**config.mk**
```make
export PLATFORM = sky130hd
export DESIGN_NAME = eth_rx_frame_ctrl_flat
export DESIGN_NICKNAME = d
export VERILOG_FILES = /design/src/rtl/eth_rx_frame_ctrl_if.sv /design/src/rtl/eth_rx_frame_ctrl.sv /design/src/flat_wrapper.sv
export SDC_FILE = /design/constraint.sdc
export NUM_CORES = 1
export LEC_CHECK = 0
export CAP_MARGIN = 0
export CORE_MARGIN = 2
export CORE_UTILIZATION = 60
export DETAILED_ROUTE_END_ITERATION = 10
export GPL_ROUTABILITY_DRIVEN = 0
export PLACE_DENSITY = 0.91
export SLEW_MARGIN = 20
export SYNTH_ARGS = -nofsm -noshare
export SYNTH_HDL_FRONTEND = slang
export SYNTH_HIERARCHICAL = 1
export SYNTH_SLANG_ARGS = --single-unit
```
**constraint.sdc**
```tcl
create_clock -name clk -period 6.7 [get_ports clk]
set_input_delay 1.34 -clock clk [delete_from_list [all_inputs] [get_ports clk]]
set_output_delay 1.34 -clock clk [all_outputs]
set_load 0.1 [all_outputs]
```
**src/rtl/eth_rx_frame_ctrl_if.sv**
```systemverilog
// Receive-side nibble stream in, payload byte stream and header/statistics out.
interface eth_rx_frame_ctrl_if;
    logic        rx_en;
    logic        rx_nib_vld;
    logic [3:0]  rx_nib;
    logic [7:0]  out_data;
    logic        out_last;
    logic        out_valid;
    logic        out_ready;
    logic [47:0] hdr_dst;
    logic [47:0] hdr_src;
    logic [15:0] hdr_type;
    logic        hdr_valid;
    logic        frame_abort;
    logic [15:0] stat_frames;
    logic [15:0] stat_drops;

    modport master (
        output rx_en, rx_nib_vld, rx_nib, out_ready,
        input  out_data, out_last, out_valid, hdr_dst, hdr_src, hdr_type,
               hdr_valid, frame_abort, stat_frames, stat_drops
    );
    modport slave (
        input  rx_en, rx_nib_vld, rx_nib, out_ready,
        output out_data, out_last, out_valid, hdr_dst, hdr_src, hdr_type,
               hdr_valid, frame_abort, stat_frames, stat_drops
    );
endinterface

```
**src/rtl/eth_rx_frame_ctrl.sv**
```systemverilog
// Ethernet RX framer: preamble/SFD hunt, header capture, DA filter, 4-deep payload FIFO.
// Pushed byte appears the cycle after push; head holds under stall, a push into a full FIFO aborts the frame.
module eth_rx_fifo #(
    parameter int W     = 9,
    parameter int DEPTH = 4
) (
    input  logic         clk,
    input  logic         rst,
    input  logic         push,
    input  logic [W-1:0] push_dat,
    output logic         full,
    input  logic         pop,
    output logic [W-1:0] head,
    output logic         vld
);
    localparam int AW = $clog2(DEPTH);

    logic [W-1:0] mem [DEPTH];
    logic [AW-1:0] wp, rp;
    logic [AW:0]   cnt;
    logic          do_push, do_pop;

    assign vld     = (cnt != '0);
    assign full    = (cnt == (AW+1)'(DEPTH));
    assign head    = mem[rp];
    assign do_pop  = pop & vld;
    assign do_push = push & (~full | do_pop);

    always_ff @(posedge clk) begin
        if (rst) begin
            wp  <= '0;
            rp  <= '0;
            cnt <= '0;
            for (int i = 0; i < DEPTH; i++) mem[i] <= '0;
        end else begin
            if (do_push) begin
                mem[wp] <= push_dat;
                wp      <= wp + 1'b1;
            end
            if (do_pop) rp <= rp + 1'b1;
            case ({do_push, do_pop})
                2'b10:   cnt <= cnt + 1'b1;
                2'b01:   cnt <= cnt - 1'b1;
                default: cnt <= cnt;
            endcase
        end
    end
endmodule

module eth_rx_frame_ctrl #(
    parameter logic [47:0] MAC_ADDR    = 48'h54_ff_01_21_23_24,
    parameter bit          PROMISC     = 1'b0,
    parameter int          MIN_PRE     = 7,
    parameter int          MAX_PAYLOAD = 1500
) (
    input logic clk,
    input logic rst,
    eth_rx_frame_ctrl_if.slave bus
);
    localparam int PW = $clog2(MAX_PAYLOAD + 2);
    localparam logic [3:0]    MIN_PRE_L = 4'(MIN_PRE);
    localparam logic [PW-1:0] MAX_PAY_L = PW'(MAX_PAYLOAD);

    typedef enum logic [2:0] {IDLE, PREAMBLE, HEADER, PAYLOAD, DROP} state_t;
    state_t state, state_n;

    logic [3:0]    pre_cnt, lo_nib, byte_idx;
    logic          nib_hi, held_vld;
    logic [7:0]    held;
    logic [PW-1:0] pay_cnt;
    logic [47:0]   sh_dst, sh_src, dst_full;
    logic [15:0]   sh_type;
    logic [7:0]    cur_byte;
    logic          nib_ok, byte_done, addr_ok;
    logic          push, push_last, ovf, fifo_full, fifo_vld;
    logic [8:0]    fifo_head;
    logic          hdr_done, do_abort, do_drop, do_frame;
    logic          hdr_valid_r, abort_r;
    logic [15:0]   frames_r, drops_r;
    logic [47:0]   hdr_dst_r, hdr_src_r;
    logic [15:0]   hdr_type_r;

    assign nib_ok    = bus.rx_en & bus.rx_nib_vld;
    assign byte_done = nib_ok & nib_hi;
    assign cur_byte  = {bus.rx_nib, lo_nib};
    assign dst_full  = {sh_dst[39:0], cur_byte};
    assign addr_ok   = PROMISC || (dst_full == MAC_ADDR) || (dst_full == 48'hFFFF_FFFF_FFFF);
    // A same-cycle pop frees the slot, so only a stalled full FIFO overflows.
    assign ovf       = push & fifo_full & ~(fifo_vld & bus.out_ready);

    always_comb begin
        state_n   = state;
        push      = 1'b0;
        push_last = 1'b0;
        hdr_done  = 1'b0;
        do_abort  = 1'b0;
        do_drop   = 1'b0;
        do_frame  = 1'b0;
        case (state)
            IDLE: if (nib_ok && bus.rx_nib == 4'h5) state_n = PREAMBLE;
            PREAMBLE: begin
                if (!bus.rx_en) state_n = IDLE;
                else if (nib_ok && bus.rx_nib != 4'h5) begin
                    if (bus.rx_nib == 4'hD && pre_cnt >= MIN_PRE_L) state_n = HEADER;
                    else state_n = DROP;
                end
            end
            HEADER: begin
                if (!bus.rx_en) begin
                    state_n = IDLE;
                    do_drop = 1'b1;
                end else if (byte_done && byte_idx == 4'd5 && !addr_ok) begin
                    state_n = DROP;
                    do_drop = 1'b1;
                end else if (byte_done && byte_idx == 4'd13) begin
                    state_n  = PAYLOAD;
                    hdr_done = 1'b1;
                end
            end
            PAYLOAD: begin
                if (!bus.rx_en) begin
                    state_n = IDLE;
                    if (held_vld && !nib_hi) begin
                        push      = 1'b1;
                        push_last = 1'b1;
                        do_abort  = ovf;
                        do_frame  = ~ovf;
                    end else begin
                        do_abort = 1'b1;
                    end
                end else if (byte_done) begin
                    if (pay_cnt >= MAX_PAY_L) begin
                        do_abort = 1'b1;
                        state_n  = DROP;
                    end else if (held_vld) begin
                        push = 1'b1;
                        if (ovf) begin
                            do_abort = 1'b1;
                            state_n  = DROP;
                        end
                    end
                end
            end
            DROP:    if (!bus.rx_en) state_n = IDLE;
            default: state_n = IDLE;
        endcase
    end

    always_ff @(posedge clk) begin
        if (rst) begin
            state       <= IDLE;
            pre_cnt     <= '0;
            lo_nib      <= '0;
            byte_idx    <= '0;
            nib_hi      <= 1'b0;
            held        <= '0;
            held_vld    <= 1'b0;
            pay_cnt     <= '0;
            sh_dst      <= '0;
            sh_src      <= '0;
            sh_type     <= '0;
            hdr_dst_r   <= '0;
            hdr_src_r   <= '0;
            hdr_type_r  <= '0;
            hdr_valid_r <= 1'b0;
            abort_r     <= 1'b0;
            frames_r    <= '0;
            drops_r     <= '0;
        end else begin
            state       <= state_n;
            hdr_valid_r <= hdr_done;
            abort_r     <= do_abort;
            if (do_frame && frames_r != 16'hFFFF) frames_r <= frames_r + 1'b1;
            if ((do_drop || do_abort) && drops_r != 16'hFFFF) drops_r <= drops_r + 1'b1;

            if (state == IDLE) pre_cnt <= 4'd1;
            else if (state == PREAMBLE && nib_ok && bus.rx_nib == 4'h5 && pre_cnt != 4'hF)
                pre_cnt <= pre_cnt + 1'b1;

            if (state != HEADER && state != PAYLOAD) nib_hi <= 1'b0;
            else if (nib_ok) nib_hi <= ~nib_hi;
            if (nib_ok && !nib_hi) lo_nib <= bus.rx_nib;

            if (state != HEADER) byte_idx <= '0;
            else if (byte_done) begin
                byte_idx <= byte_idx + 1'b1;
                if (byte_idx < 4'd6)       sh_dst  <= dst_full;
                else if (byte_idx < 4'd12) sh_src  <= {sh_src[39:0], cur_byte};
                else                       sh_type <= {sh_type[7:0], cur_byte};
            end
            if (hdr_done) begin
                hdr_dst_r  <= sh_dst;
                hdr_src_r  <= sh_src;
                hdr_type_r <= {sh_type[7:0], cur_byte};
            end

            if (state != PAYLOAD) begin
                held_vld <= 1'b0;
                pay_cnt  <= '0;
            end else if (byte_done && !do_abort) begin
                held     <= cur_byte;
                held_vld <= 1'b1;
                pay_cnt  <= pay_cnt + 1'b1;
            end
        end
    end

    eth_rx_fifo #(.W(9), .DEPTH(4)) u_fifo (
        .clk      (clk),
        .rst      (rst),
        .push     (push & ~ovf),
        .push_dat ({push_last, held}),
        .full     (fifo_full),
        .pop      (bus.out_ready),
        .head     (fifo_head),
        .vld      (fifo_vld)
    );

    assign bus.out_data    = fifo_head[7:0];
    assign bus.out_last    = fifo_head[8];
    assign bus.out_valid   = fifo_vld;
    assign bus.hdr_dst     = hdr_dst_r;
    assign bus.hdr_src     = hdr_src_r;
    assign bus.hdr_type    = hdr_type_r;
    assign bus.hdr_valid   = hdr_valid_r;
    assign bus.frame_abort = abort_r;
    assign bus.stat_frames = frames_r;
    assign bus.stat_drops  = drops_r;
endmodule

```
**src/flat_wrapper.sv**
```systemverilog
// flat-port wrapper written by rule: the top's interface ports become plain ports
module eth_rx_frame_ctrl_flat 
#(
    parameter logic [47:0] MAC_ADDR    = 48'h54_ff_01_21_23_24,
    parameter bit          PROMISC     = 1'b0,
    parameter int          MIN_PRE     = 7,
    parameter int          MAX_PAYLOAD = 1500
)
  (clk, rst, bus_rx_en, bus_rx_nib_vld, bus_rx_nib, bus_out_ready, bus_out_data, bus_out_last, bus_out_valid, bus_hdr_dst, bus_hdr_src, bus_hdr_type, bus_hdr_valid, bus_frame_abort, bus_stat_frames, bus_stat_drops);
  eth_rx_frame_ctrl_if bus_i ();
  input logic clk;
  input logic rst;
  input wire logic [$bits(bus_i.rx_en)-1:0] bus_rx_en;
  input wire logic [$bits(bus_i.rx_nib_vld)-1:0] bus_rx_nib_vld;
  input wire logic [$bits(bus_i.rx_nib)-1:0] bus_rx_nib;
  input wire logic [$bits(bus_i.out_ready)-1:0] bus_out_ready;
  output wire logic [$bits(bus_i.out_data)-1:0] bus_out_data;
  output wire logic [$bits(bus_i.out_last)-1:0] bus_out_last;
  output wire logic [$bits(bus_i.out_valid)-1:0] bus_out_valid;
  output wire logic [$bits(bus_i.hdr_dst)-1:0] bus_hdr_dst;
  output wire logic [$bits(bus_i.hdr_src)-1:0] bus_hdr_src;
  output wire logic [$bits(bus_i.hdr_type)-1:0] bus_hdr_type;
  output wire logic [$bits(bus_i.hdr_valid)-1:0] bus_hdr_valid;
  output wire logic [$bits(bus_i.frame_abort)-1:0] bus_frame_abort;
  output wire logic [$bits(bus_i.stat_frames)-1:0] bus_stat_frames;
  output wire logic [$bits(bus_i.stat_drops)-1:0] bus_stat_drops;
  assign bus_i.rx_en = bus_rx_en;
  assign bus_i.rx_nib_vld = bus_rx_nib_vld;
  assign bus_i.rx_nib = bus_rx_nib;
  assign bus_i.out_ready = bus_out_ready;
  assign bus_out_data = bus_i.out_data;
  assign bus_out_last = bus_i.out_last;
  assign bus_out_valid = bus_i.out_valid;
  assign bus_hdr_dst = bus_i.hdr_dst;
  assign bus_hdr_src = bus_i.hdr_src;
  assign bus_hdr_type = bus_i.hdr_type;
  assign bus_hdr_valid = bus_i.hdr_valid;
  assign bus_frame_abort = bus_i.frame_abort;
  assign bus_stat_frames = bus_i.stat_frames;
  assign bus_stat_drops = bus_i.stat_drops;
  eth_rx_frame_ctrl #(.MAC_ADDR(MAC_ADDR), .PROMISC(PROMISC), .MIN_PRE(MIN_PRE), .MAX_PAYLOAD(MAX_PAYLOAD)) u_core (.clk(clk), .rst(rst), .bus(bus_i));
endmodule
```
; ---- After elaboration in Yosys (flattened, before gate mapping)
; Memory sizes are Yosys's and may differ from the RTL's. A register that Yosys moved wholly into a read port is not among the register bits.
; Index checks and enable logic that the tools add are counted.
; W data, S select, Z words.
[classes]
n_addsub = 9
magnitude_cmp = 4
n_eq_ne = 26
n_mux = 52
bitwise = 16
n_reduce_logical = 34
[ops]
columns = op, n
row1 = $eq A48 B47 Y1 const B, 1
row2 = $eq A48 B48 Y1 const B, 1
row3 = $mux W3, 13
row4 = $mux W1, 33
row5 = $add A16 B1 Y16 const B, 2
row6 = $ne A16 B16 Y1 const B, 2
row7 = $logic_and A1 B1 Y1, 15
row8 = $pmux W3 S5, 1
row9 = $ne A3 B2 Y1 const B, 4
row10 = $ne A4 B2 Y1 const B, 3
row11 = $add A11 B1 Y11 const B, 1
row12 = $ge A11 B11 Y1 const B, 1
row13 = $mux W9, 1
row14 = $reduce_or A9 Y1, 1
row15 = $add A4 B1 Y4 const B, 2
row16 = $eq A4 B3 Y1 const B, 2
row17 = $eq A4 B4 Y1 const B, 2
row18 = $not A1 Y1, 8
row19 = $reduce_and A4 Y1, 2
row20 = $reduce_or A2 Y1, 4
row21 = $and A1 B1 Y1, 7
row22 = $reduce_and A7 Y1, 1
row23 = $eq A3 B2 Y1 const B, 2
row24 = $eq A3 B3 Y1 const B, 2
row25 = 23 further kinds, 30
[totals]
regBits = 293
ram_bits = 36
input_bits = 9
output_inout_bits = 156
elab_cells = 164
mem_count = 1
[mem_list]
columns = memory, depth, width, rd, rd_clocked_by_memory_dff, wr, line_no
row1 = u_core.u_fifo.mem, 4, 9, 1, 1, 4, eth_rx_frame_ctrl.sv:18  ; logic [W-1:0] mem [DEPTH];

; ---- Longest topological paths before layout
[logic_depth]
ltp_word = 16
depth_mapped = 11

; ---- By module
; Netlist, hierarchy kept.
[modules_own_cells]
columns = module, instances, cells_each, area_per_inst_um2
row1 = eth_rx_frame_ctrl, 1, 1378, 11059.4
row2 = eth_rx_fifo, 1, 140, 2050.7

; ---- Least setup slack after synthesis
; OpenSTA, ideal clock, no wires.
[synth_timing]
path_kind = in2reg
from = input port bus_rx_nib[3]
to = register u_core.drops_r[10] (netlist: u_core/bus.stat_drops[10])
setup_ns = 0.123
arrival_time_ns = 3.318
path_slack_ns = 3.258
cell_stages = 9
path_buffers = 2
path_cell_list = buf_4 > nand3_2 > or4_4 > nor4_4 > o211ai_4 > a31oi_4 > buf_4 > nor3_1 > mux2_1
[synth_between]
elab_chain_cells = 9
[synth_lines]
columns = item, line_no
row1 = from (decl), flat_wrapper.sv:15  ; input wire logic [$bits(bus_i.rx_nib)-1:0] bus_rx_nib;
row2 = $eq A48 B47 Y1 / $eq A48 B48 Y1 (equally long branches), eth_rx_frame_ctrl.sv:87  ; assign addr_ok = PROMISC || (dst_full == MAC_ADDR) || (dst_full == 48'hFFFF_FFFF_FFFF);
row3 = $logic_or A1 B1 Y1 *, eth_rx_frame_ctrl.sv:87
row4 = $logic_not A1 Y1 *, eth_rx_frame_ctrl.sv:112  ; end else if (byte_done && byte_idx == 4'd5 && !addr_ok) begin
row5 = $logic_and A1 B1 Y1 *, eth_rx_frame_ctrl.sv:112
row6 = $mux W1 *, eth_rx_frame_ctrl.sv:112
row7 = $mux W1 *, eth_rx_frame_ctrl.sv:109  ; if (!bus.rx_en) begin
row8 = $mux W1 *, eth_rx_frame_ctrl.sv:99  ; case (state)
row9 = $logic_or A1 B1 Y1 *, eth_rx_frame_ctrl.sv:174  ; if ((do_drop || do_abort) && drops_r != 16'hFFFF) drops_r <= drops_r + 1'b1;
row10 = $logic_and A1 B1 Y1 *, eth_rx_frame_ctrl.sv:174
row11 = to (signal assigned), eth_rx_frame_ctrl.sv:174
row12 = to (decl), eth_rx_frame_ctrl.sv:79  ; logic [15:0] frames_r, drops_r;
; Mark *: on every way between the ends. The rest lies on a longest branch, timed or not.
; A chain may end at the register's enable or synchronous reset.

==> metrics.csv <==
stage;metric;value;unit
run_status;outcome;finished clean;
cts;cts_htree_levels;1;
yosys;synth_ff_type;dfxtp_1;
routing;drt_wl_total;32400;um
yosys;syn-instance-count;1518;
sta;fmax;0.239;GHz
die;rows;54;
sta;fin_crit;4.19;ns
yosys;synth_most_common_cell;nand2_1;
yosys;synth_cell_types;73;
routing;drt.antenna.violating_nets;0;
layout;syn2layout_area_growth;20.8;%
critical_path;worstPathRequired;5.36;ns
sta;finalHoldViolations;0;
routing;initialDrtViolationCount;1034;
die;fp.dieH;152;um
sta;maxSlewViolCount;0;
sta;period_share;0.625;
die;core_area;21600;um^2
power;ir_worst_vdd;0.000188;V
grt;grt_pass1_wl;52200;um
layout;num_antenna_cells;0;
yosys;yosys.area.top_type;dfxtp_1;
power;leakagePower;5.15;nW
grt;antenna_found_initial;0;
sta;fin_skew;0.0109;ns
yosys;ys_ff_latch;331;
yosys;synth_top_area_share;0.450;
cts;cts_buffers;31;
cts;clockBufferDepth;3;
yosys;yosysWarnings;6;
cts;cts_setup_buffers;0;
yosys;synthTopCellsByArea;dfxtp_1 45%, nand2_1 13%, a21oi_1 8.6%;
yosys;ys_seq_area_frac;0.533;
critical_path;critPathLaunchType;register;
yosys;syn-cell-area;13100;um^2
cts;cts_resized;0;
place;numPortBuffers;164;
cts;cts_tree;done;
yosys;synth_fp_nets;1535;
cts;cts.hold.buffers_added;0;
routing;drtPass1Iterations;5;
die;die-area;23000;um^2
die;ios;165;
die;start_util;0.606;
routing;viasPerCell;5.81;
worst_hold_path;min_path_type;reg2reg;
cts;cts-root-buf;clkbuf_16;
routing;drc;0;
grt;grt_start_max_net_pins;143;
routing;dr_total_vias;11187;
yosys;synth-async-reset-ratio;0;
grt;grt_overflow;0;
grt;grt_pass1_vias;10702;
layout;finalInstanceArea;15800;um^2
routing;wl_per_cell;16.8;um
yosys;synth-edff-count;36;
cts;clkLatencyLatePin;0.56;ns
yosys;synth.avg_cell_area;8.64;um^2
critical_path;worstSetupPathType;reg2out;
critical_path;end_kind;primary output;
sta;tightest_slew;1.12;ns
place;dp_hpwl;20300;um
critical_path;arrival;2.85;ns
sta;worst_slew_margin_rel;0.251;
layout;drive_above_1_share;0.0559;
layout;final_nets;1639;
run;cap_viol_max_count;0;
power;p_per_area;254;nW/um^2
sta;rsz0062_at_grt;no;
sta;fin_tns_setup;0;ns
yosys;synth_common_cells;447 x nand2_1, 295 x dfxtp_1, 224 x a21oi_1;
grt;track_usage;0.265;
place;post_dp_cell_area;14800;um^2
cts;path_clk_slew;0.06;ns
sta;setup_viol;0;
die;die_w;152;um
cts;cts.sinks;331;
critical_path;path_max_fanout;9;
## metrics by stage
stage | instances | hold slack (ns) | worst slack [ns] | power (W) | util
floorplan | 1518 | 0.431 | 3.26 | 0.00224 | -
global placement | 1868 | 0.437 | 2.24 | 0.00227 | 0.683
detailed placement | 1868 | 0.446 | 2.08 | 0.00228 | 0.683
CTS | 1924 | 0.454 | 2.46 | 0.00404 | 0.731
global route | 1925 | 0.471 | 2.36 | 0.00414 | 0.732
finish | 1925 | 0.452 | 2.51 | 0.00403 | 0.732
## final cells by class
type / count / area (um^2)
fill: 1504 / 5780
inverter: 16 / 60.1
tap: 280 / 350
multi-input combinational: 1071 / 5670
clock buffer: 42 / 881
timing repair buffer: 171 / 1710
sequential: 331 / 6990
clock inverter: 14 / 173
## cell families (layout without fill, tap and decap cells)
| kind of cell | after synthesis | in the layout | share of synthesized area |
|---|---|---|---|
| mux | 38 | 38 | 0.0387 |
| flops | 331 | 331 | 0.533 |
| compound gates | 278 | 278 | 0.121 |
| fa+ha+maj | 8 | 8 | 0.00821 |
| buf+inv | 116 | 243 | 0.0361 |
| simple gates | 713 | 713 | 0.241 |
| xor+xnor | 34 | 34 | 0.0227 |
## sequential cells by signal, indices dropped and copies added (netlist names), 4 cells and up, named ones only
name,cells
u_core/bus.hdr_dst,48
u_core/bus.hdr_src,48
u_core/sh_dst,48
u_core/sh_src,48
u_core/u_fifo/mem,36
u_core/bus.hdr_type,16
u_core/bus.stat_drops,16
u_core/bus.stat_frames,16
u_core/pay_cnt,11
u_core/held,8
u_core/sh_type,8
u_core/byte_idx,4
u_core/lo_nib,4
u_core/pre_cnt,4
## path summary, 6_finish.rpt
kind / start / to / slack, ns / cells after the start
max: register / bus_out_data[0] / 2.51 / 2
min: u_core/bus.hdr_src[38] / u_core/bus.hdr_src[38] / 0.45 / 2
max reg2reg: u_core/nib_hi / u_core/u_fifo/mem[0][1] / 3.58 / 6
min reg2reg: u_core/bus.hdr_src[38] / u_core/bus.hdr_src[38] / 0.45 / 2
## power breakdown
part	switching (W)	internal, W	leakage (nW)
Combinational	0.000135	0.0000583	1.89
Clock	0.000745	0.00104	0.524
Sequential	0.0000265	0.00202	2.74
Total	0.000907	0.00312	5.15
## layer usage
layer / global-route usage / wire length (um)
met5: 0 / 0
met4: 0.0779 / 758
met3: 0.0539 / 2530
met2: 0.452 / 15800
met1: 0.342 / 13200
## cells in the final DEF (no fill, tap or decap), drive strengths merged, types with 20 or more instances in the layout
cell type / synthesis / routed
a21oi: 224 / 224
and2: 36 / 36
clkbuf: 78 / 43
clkdlybuf4s50: 0 / 163
dfxtp: 295 / 295
edfxtp: 36 / 36
mux2i: 20 / 20
nand2: 448 / 448
nand3: 22 / 22
nand4: 28 / 28
nor2: 88 / 88
## critical path, stage by stage (launching register included)
cell,delay (ns)
dfxtp_1,0.70
mux4_2,0.60
clkdlybuf4s50_1,0.98
Power figures use the tool's default switching activity.
